<file path="src/rtl/sys_cmd_pkg.sv">
// Shared definitions for the system-controller command initiator: opcodes,
// request encodings, frame/response lengths and FSM states.
package sys_cmd_pkg;

    // Opcode byte leading each frame
    localparam logic [7:0] OPC_WR      = 8'hAA;
    localparam logic [7:0] OPC_RD      = 8'hBB;
    localparam logic [7:0] OPC_ALU_OP  = 8'hCC;
    localparam logic [7:0] OPC_ALU_NOP = 8'hDD;

    // REQ_CMD encodings
    typedef enum logic [1:0] {
        CmdWr     = 2'b00,
        CmdRd     = 2'b01,
        CmdAluOp  = 2'b10,
        CmdAluNop = 2'b11
    } cmd_e;

    // Frame lengths in bytes, opcode included
    localparam int unsigned FRAME_LEN_WR      = 3;
    localparam int unsigned FRAME_LEN_RD      = 2;
    localparam int unsigned FRAME_LEN_ALU_OP  = 4;
    localparam int unsigned FRAME_LEN_ALU_NOP = 2;

    // Response lengths in bytes
    localparam int unsigned RSP_LEN_WR  = 0;
    localparam int unsigned RSP_LEN_RD  = 1;
    localparam int unsigned RSP_LEN_ALU = 2;

    typedef enum logic [1:0] {
        StIdle,
        StSend,
        StWaitRsp
    } state_e;

    // Index of the last frame byte for a command
    function automatic logic [1:0] frame_last_idx(cmd_e cmd);
        case (cmd)
            CmdWr:    return 2'(FRAME_LEN_WR - 1);
            CmdRd:    return 2'(FRAME_LEN_RD - 1);
            CmdAluOp: return 2'(FRAME_LEN_ALU_OP - 1);
            default:  return 2'(FRAME_LEN_ALU_NOP - 1);
        endcase
    endfunction

    // Number of response bytes expected for a command
    function automatic int unsigned rsp_len(cmd_e cmd);
        case (cmd)
            CmdWr:   return RSP_LEN_WR;
            CmdRd:   return RSP_LEN_RD;
            default: return RSP_LEN_ALU;
        endcase
    endfunction

endpackage

</file>
<file path="src/rtl/rsp_timer.sv">
// Response inter-byte timeout counter. Counts enabled cycles since the last
// clear; expire_o flags the cycle on which the count steps onto
// TIMEOUT_CYCLES-1. A clear in the same cycle suppresses expiry.
// TIMEOUT_CYCLES must be at least 2.
module rsp_timer #(
    parameter int unsigned TIMEOUT_CYCLES = 1024
) (
    input  logic clk_i,
    input  logic rst_ni,
    input  logic clr_i,
    input  logic en_i,
    output logic expire_o
);

    localparam int unsigned CntW = (TIMEOUT_CYCLES > 2) ? $clog2(TIMEOUT_CYCLES) : 1;
    localparam logic [CntW-1:0] CntLast = CntW'(TIMEOUT_CYCLES - 1);
    localparam logic [CntW-1:0] CntPreLast = CntW'(TIMEOUT_CYCLES - 2);

    logic [CntW-1:0] cnt_q, cnt_d;

    // Next count: clear dominates, saturate at the terminal value
    always_comb begin
        cnt_d = cnt_q;
        if (clr_i) begin
            cnt_d = '0;
        end else if (en_i && (cnt_q != CntLast)) begin
            cnt_d = cnt_q + 1'b1;
        end
    end

    // Counter register with synchronous active-low reset
    always_ff @(posedge clk_i) begin
        if (!rst_ni) begin
            cnt_q <= '0;
        end else begin
            cnt_q <= cnt_d;
        end
    end

    assign expire_o = en_i && !clr_i && (cnt_q == CntPreLast);

endmodule

</file>
<file path="src/rtl/sys_cmd_initiator.sv">
// Host-side initiator: serializes one command into the UART TX byte stream
// and, for read/ALU commands, assembles the RX response into one word.
module sys_cmd_initiator
    import sys_cmd_pkg::*;
#(
    parameter int unsigned DATA_WIDTH     = 8,
    parameter int unsigned ADDR_WIDTH     = 4,
    parameter int unsigned TIMEOUT_CYCLES = 1024
) (
    input  logic                    CLK,
    input  logic                    RST,
    input  logic                    REQ_VLD,
    output logic                    REQ_RDY,
    input  logic [1:0]              REQ_CMD,
    input  logic [ADDR_WIDTH-1:0]   REQ_ADDR,
    input  logic [DATA_WIDTH-1:0]   REQ_WR_DATA,
    input  logic [DATA_WIDTH-1:0]   REQ_OP_A,
    input  logic [DATA_WIDTH-1:0]   REQ_OP_B,
    input  logic [3:0]              REQ_FUN,
    output logic [DATA_WIDTH-1:0]   TX_DATA,
    output logic                    TX_VLD,
    input  logic                    TX_BUSY,
    input  logic [DATA_WIDTH-1:0]   RX_DATA,
    input  logic                    RX_VLD,
    output logic [2*DATA_WIDTH-1:0] RSP_DATA,
    output logic                    RSP_VLD,
    output logic                    RSP_TIMEOUT,
    output logic                    BUSY
);

    state_e                  state_q;
    cmd_e                    cmd_q;
    logic [ADDR_WIDTH-1:0]   addr_q;
    logic [DATA_WIDTH-1:0]   wdata_q;
    logic [DATA_WIDTH-1:0]   opa_q;
    logic [DATA_WIDTH-1:0]   opb_q;
    logic [3:0]              fun_q;
    logic [1:0]              idx_q;
    logic                    rx_cnt_q;
    logic [DATA_WIDTH-1:0]   rx_lo_q;
    logic [2*DATA_WIDTH-1:0] rsp_data_q;
    logic                    rsp_vld_q;
    logic                    rsp_to_q;

    logic                    tx_accept;
    logic                    last_accept;
    logic                    rsp_final;
    logic                    tmr_clr;
    logic                    tmr_en;
    logic                    tmr_expire;
    logic [DATA_WIDTH-1:0]   tx_byte;
    logic [DATA_WIDTH-1:0]   addr_byte;
    logic [DATA_WIDTH-1:0]   fun_byte;

    assign addr_byte   = DATA_WIDTH'(addr_q);
    assign fun_byte    = DATA_WIDTH'(fun_q);
    assign tx_accept   = (state_q == StSend) && !TX_BUSY;
    assign last_accept = tx_accept && (idx_q == frame_last_idx(cmd_q));
    // Final byte: single-byte response, or second byte of a two-byte one
    assign rsp_final   = (state_q == StWaitRsp) && RX_VLD &&
                         ((rsp_len(cmd_q) == 1) || rx_cnt_q);
    assign tmr_clr     = last_accept || RX_VLD;
    assign tmr_en      = (state_q == StWaitRsp);

    rsp_timer #(
        .TIMEOUT_CYCLES(TIMEOUT_CYCLES)
    ) u_rsp_timer (
        .clk_i   (CLK),
        .rst_ni  (RST),
        .clr_i   (tmr_clr),
        .en_i    (tmr_en),
        .expire_o(tmr_expire)
    );

    // Select the frame byte addressed by the byte index; zero outside SEND
    always_comb begin
        tx_byte = '0;
        if (state_q == StSend) begin
            case (cmd_q)
                CmdWr: begin
                    case (idx_q)
                        2'd0:    tx_byte = DATA_WIDTH'(OPC_WR);
                        2'd1:    tx_byte = addr_byte;
                        default: tx_byte = wdata_q;
                    endcase
                end
                CmdRd: begin
                    tx_byte = (idx_q == 2'd0) ? DATA_WIDTH'(OPC_RD) : addr_byte;
                end
                CmdAluOp: begin
                    case (idx_q)
                        2'd0:    tx_byte = DATA_WIDTH'(OPC_ALU_OP);
                        2'd1:    tx_byte = opa_q;
                        2'd2:    tx_byte = opb_q;
                        default: tx_byte = fun_byte;
                    endcase
                end
                default: begin
                    tx_byte = (idx_q == 2'd0) ? DATA_WIDTH'(OPC_ALU_NOP) : fun_byte;
                end
            endcase
        end
    end

    // Main FSM: request capture, frame send, response collection and timeout
    always_ff @(posedge CLK) begin
        if (!RST) begin
            state_q    <= StIdle;
            cmd_q      <= CmdWr;
            addr_q     <= '0;
            wdata_q    <= '0;
            opa_q      <= '0;
            opb_q      <= '0;
            fun_q      <= '0;
            idx_q      <= '0;
            rx_cnt_q   <= 1'b0;
            rx_lo_q    <= '0;
            rsp_data_q <= '0;
            rsp_vld_q  <= 1'b0;
            rsp_to_q   <= 1'b0;
        end else begin
            rsp_vld_q <= 1'b0;
            rsp_to_q  <= 1'b0;
            case (state_q)
                StIdle: begin
                    if (REQ_VLD) begin
                        cmd_q   <= cmd_e'(REQ_CMD);
                        addr_q  <= REQ_ADDR;
                        wdata_q <= REQ_WR_DATA;
                        opa_q   <= REQ_OP_A;
                        opb_q   <= REQ_OP_B;
                        fun_q   <= REQ_FUN;
                        idx_q   <= '0;
                        state_q <= StSend;
                    end
                end
                StSend: begin
                    if (tx_accept) begin
                        idx_q <= idx_q + 2'd1;
                    end
                    if (last_accept) begin
                        rx_cnt_q <= 1'b0;
                        state_q  <= (cmd_q == CmdWr) ? StIdle : StWaitRsp;
                    end
                end
                StWaitRsp: begin
                    // A final byte beats a coincident expiry
                    if (rsp_final) begin
                        if (rsp_len(cmd_q) == 1) begin
                            rsp_data_q <= {{DATA_WIDTH{1'b0}}, RX_DATA};
                        end else begin
                            rsp_data_q <= {RX_DATA, rx_lo_q};
                        end
                        rsp_vld_q <= 1'b1;
                        state_q   <= StIdle;
                    end else if (RX_VLD) begin
                        rx_lo_q  <= RX_DATA;
                        rx_cnt_q <= 1'b1;
                    end else if (tmr_expire) begin
                        rsp_to_q <= 1'b1;
                        state_q  <= StIdle;
                    end
                end
                default: state_q <= StIdle;
            endcase
        end
    end

    assign REQ_RDY     = (state_q == StIdle);
    assign BUSY        = (state_q != StIdle);
    assign TX_VLD      = (state_q == StSend);
    assign TX_DATA     = tx_byte;
    assign RSP_DATA    = rsp_data_q;
    assign RSP_VLD     = rsp_vld_q;
    assign RSP_TIMEOUT = rsp_to_q;

endmodule
</file>
<file path="config.mk">
export PLATFORM = sky130hd
export DESIGN_NAME = sys_cmd_initiator
export DESIGN_NICKNAME = d
export VERILOG_FILES = /design/src/rtl/sys_cmd_pkg.sv /design/src/rtl/rsp_timer.sv /design/src/rtl/sys_cmd_initiator.sv
export SDC_FILE = /design/constraint.sdc
export NUM_CORES = 1
export LEC_CHECK = 0
export BUFFER_PORTS_ARGS = -buffer_cell sky130_fd_sc_hd__buf_2
export CAP_MARGIN = 20
export CORE_ASPECT_RATIO = 2
export CORE_MARGIN = 4
export CORE_UTILIZATION = 45
export DETAILED_ROUTE_END_ITERATION = 8
export PLACE_DENSITY = 0.68
export SYNTH_ARGS = -nofsm -noshare
export SYNTH_HDL_FRONTEND = slang
export SYNTH_SLANG_ARGS = --single-unit
</file>
<file path="constraint.sdc">
create_clock -name CLK -period 4.1 [get_ports CLK]
set_input_delay 0.41 -clock CLK [delete_from_list [all_inputs] [get_ports CLK]]
set_output_delay 0.41 -clock CLK [all_outputs]
set_load 0.02 [all_outputs]
</file>
* Word level (Yosys, flattened, before mapping)
Cells that the tools add are included.
** Storage, ports and cells
- Flip-flop bits (word level) :: 75
- Output and inout bits :: 29
- Word-level logic and storage cells :: 91
** Operators by class
- Add/subtract/negate cells :: 2
- Equal/unequal tests :: 18
- Muxes and demuxes :: 28
- Bitwise logic cells :: 3
- Reduce and logical (&&, ||, !) cells :: 26
** Operators with widths (number)
- $mux 32 :: 3
- $eq 32x1->1 const B :: 2
- $pmux 8 s3 :: 2
- $mux 8 :: 3
- $mux 16 :: 1
- $mux 2 :: 8
- $pmux 8 s2 :: 1
- $pmux 2 s2 :: 3
- $add 10x1->10 const B :: 1
- $eq 10x10->1 const B :: 1
- $ne 10x10->1 const B :: 1
- $reduce_and 4->1 :: 2
- $logic_and 1x1->1 :: 7
- $eq 2x1->1 const B :: 3
- $eq 2x2->1 const B :: 3
- $logic_not 2->1 :: 3
- $ne 2x2->1 const B :: 3
- $ne 3x3->1 const B :: 2
- $pmux 2 s3 :: 1
- $reduce_and 2->1 :: 3
- $reduce_and 3->1 :: 2
- $reduce_bool 2->1 :: 3
- $mux 1 :: 5
- $ne 2x1->1 const B :: 2
- 8 further kinds :: 12

* Longest topological paths before layout
- Word-level depth :: 12
- Gate-level depth with buffers :: 8
- Mapped depth without buffers :: 6

* Hierarchy
From an unflattened synthesis, not the netlist that was laid out.
** Second synthesis, totals
- Cell total of the unflattened synthesis :: 444
- Area total of the unflattened synthesis :: 3802.4 µm²
** Modules (own cells, without submodules)
- sys_cmd_initiator :: instances 1, cells an instance 373, area an instance 3164.3 µm²
- rsp_timer :: instances 1, cells an instance 71, area an instance 638.1 µm²

* Worst setup path before layout
No wires, ideal clock.
- Kind :: register to output
- Start :: register idx_q[0]
- End :: output TX_DATA[4]
- Data arrival time :: 1956 ps
- Data required time :: 3690 ps
- Slack :: 1734 ps
- Stages on the path, launching flop included :: 8
- Buffers on the path :: 2
- Cell sequence :: dfxtp_1 ha_1 clkbuf_1 clkbuf_1 a22oi_1 nor3b_1 nor3_1 a211oi_1
** On the way
- Longest elaborated chain between the ends :: 4
** RTL lines
- start, declared :: line sys_cmd_initiator.sv:38 : logic [1:0] idx_q;
- start signal, assigned :: line sys_cmd_initiator.sv:139 : idx_q <= idx_q + 2'd1;
- $eq 2x2->1, or another cell as far along :: line sys_cmd_initiator.sv:91 : case (idx_q)
- $pmux 8 s3, or another cell as far along :: line sys_cmd_initiator.sv:91
- $pmux 8 s3 * :: line sys_cmd_initiator.sv:79 : case (cmd_q)
- $mux 8 * :: line sys_cmd_initiator.sv:78 : if (state_q == StSend) begin
- end, declared :: line sys_cmd_initiator.sv:20 : output logic [DATA_WIDTH-1:0] TX_DATA,
Mark *: on every way between the ends. The rest lies on a longest branch, timed or not.

* Worst setup path after layout
- Start :: register idx_q[1]
- End :: output TX_DATA[2]
The elaborated chain is that of the path after synthesis.

==> results.cfg <==
[placement]
hpwl_mm = 6.42
port_buffers = 75
dp_slack_ps = 1730
gp_congestion = 0.781

[clocking]
h-tree-depth = 3
root_buffer = clkbuf_16
cts-resized-gates = 0
clock-sinks = 75
cts_hold_buf = 0
clk_latency_ps = 340
tritoncts.num_buffers = 9
cts_tree = built
cts_setup_buffers = 0
clk_pin_slew_ps = 60
clock_path_buffers = 2

[setup_path]
max_stage_delay_ps = 420
cp_num_buf_inv = 2
path_cells = inv_1 > ha_1 > a221o_1 > mux2_2 > o21ai_0 > a31oi_1 > buf_2
cp.depth = 7
worstSetupPathType = flop to output port
critPathSlowestCell = dfxtp_1
rr_worst_depth = 5
crit_path_start_kind = flop
crit_path_end_kind = output port
arrival_ps = 2340
critPathRequiredTime_ps = 3690
worstPathMaxFanout = 16
crit_family = compound AO/OA/AOI/OAI gates

[timing]
fin_skew_ps = 6.96
finalCritPeriodShare_pct = 67.0
slew_headroom_pct = 38.3
worst_pin_slew_ps = 921
finalHoldViolCount = 0
drv_slew = 0
final.setup.tns_ps = 0
finalSetupViolations = 0
rsz0062_at_grt = no
layout_setup_ws_ps = 1350
period_needed_ps = 2750
fmax_mhz = 364

[detailed_routing]
drt_iter0_drc = 267
first_pass_iters = 4
wire_per_inst_um = 15.4
viasPerCell = 5.45
drc_errors = 0
antenna_left = 0
wirelength_mm = 8.82
vias = 3130

[final_layout]
syn2layout_area_growth_pct = 22.2
fin_nets = 530
num_antenna_cells = 0
drive_above_1_share_pct = 22.6

[run]
drv_cap = 0

[synth]
syn_avg_cell_area_um2 = 8.29
syn_nets = 468
yosys_warnings = 0
netlist_area_um2 = 3440
synth.top_cell.area_share_pct = 43.6
synth_top_area_cell = dfxtp_1
synth_cells = 415
yosys_register_bits = 75
synth_edf_count = 0
synth_area_leaders = dfxtp_1, nand2_1, a21oi_1
async_flop_share_pct = 0
synth_cell_type_count = 57
ys.flop_type = dfxtp_1
synth_seq_area_share_pct = 43.6

[global_route]
globalRouteTotalUtil_pct = 19.7
grt_pass1_vias = 3041
grt_pass1_wl_mm = 14.4
grt-ovfl-total = 0
antenna_found_initial = 0
grt_max_degree = 36

[floorplanning]
initial_core_util_pct = 46.7
ios = 76
dieHeight_um = 132
dieArea_um2 = 9200
die_width_um = 69.8
coreArea_um2 = 7380
rows = 44

[pwr]
p_leak_nw = 1.65
finalPower_mw = 1.81
p_per_area_nw_per_um2 = 430
ir_drop_mv = 0.256

[outcome]
status = completed

[worst_hold_path]
worstHoldPathCells = 3
hold_path_class = primary input to flop
==> routing by layer <==
layer  vias to the layer above  global-route usage (%)  routed length, µm
met4                         0                    12.0                397
met1                      1430                    20.0               3290
met2                        84                    36.0               4730
met3                        27                    3.90                398
li1                       1589                       -                  -
met5                         -                       0                  0
==> cells by family after synthesis <==
kind of cell	Yosys count	share of synthesized area [%]
compound gates	109	21.2
xor+xnor	2	0.509
fa+ha+maj	6	2.18
buf+inv	39	4.73
flops	75	43.6
mux	18	5.31
simple gates	166	22.5
==> cell usage after synthesis (6+ instances only) <==
cell type	number
inv_1	10
mux2i_1	16
dfxtp_1	75
ha_1	6
clkbuf_1	22
a21oi_1	41
nor2_1	37
a211oi_1	15
a22o_1	8
nor3_1	12
o21ai_0	9
nand2_1	81
nor2b_1	8
==> worst min-delay path: stages <==
cell and delay, ps:
buf_2 90, nand2_1 50, a21oi_1 50
==> power by group <==
| part | total [mW] | switching (mW) | internal (mW) |
|---|---|---|---|
| clock | 0.819 | 0.324 | 0.495 |
| sequential | 0.786 | 0.0304 | 0.755 |
| combinational | 0.203 | 0.118 | 0.0849 |
==> registers in the layout, indices dropped and copies added (netlist names) <==
signal,cells
opa_q,8
fun_q,4
RSP_DATA,16
RSP_TIMEOUT,1
addr_q,4
rx_cnt_q,1
u_rsp_timer.cnt_q,10
RSP_VLD,1
idx_q,2
wdata_q,8
opb_q,8
state_q,2
rx_lo_q,8
cmd_q,2
==> cells in the final DEF (no fill, tap or decap), types with 3 or more instances in the layout <==
cell type	synthesis	routed
a211oi_1	15	15
a21oi_1	41	41
a221oi_1	4	4
a22o_1	8	8
a22oi_1	4	4
a31oi_1	4	4
buf_2	4	75
buf_4	1	3
clkbuf_16	0	9
dfxtp_1	75	75
ha_1	6	6
inv_1	10	10
mux2i_1	16	16
nand2_1	81	81
nand2b_1	3	3
nand3b_1	3	3
nor2_1	37	37
nor2b_1	8	8
nor3_1	12	11
o21a_1	3	3
o21ai_0	9	9
o31ai_1	3	3
==> through the flow <==
stage	util, %	hold WS, ps	instances	instance area [µm²]
after floorplan	-	431	415	3440
after global placement	52.1	446	556	3840
after detailed placement	52.4	448	557	3870
after CTS	56.7	299	573	4180
after global routing	57.0	306	574	4210
final	57.0	310	574	4210
==> area by class of cell <==
cell class | count | area (µm²)
well taps | 92 | 115
clock buffers | 10 | 239
repair buffers | 80 | 453
flip-flops and latches | 75 | 1500
multi-input cells | 301 | 1790
fillers | 692 | 3170
inverters | 10 | 37.5
clock inverters | 6 | 72.6
==> final timing paths <==
check	start	end	slack (ps)
min reg2reg	opb_q[4]$_SDFFE_PN0P_	opb_q[4]$_SDFFE_PN0P_	450
max	idx_q[1]$_SDFFE_PN0P_	TX_DATA[2]	1350
max reg2reg	cmd_q[1]$_SDFFE_PN0P_	rx_lo_q[1]$_SDFFE_PN0P_	1800
min	REQ_OP_A[3]	opa_q[3]$_SDFFE_PN0P_	310
(Power assumes the default switching activity.)
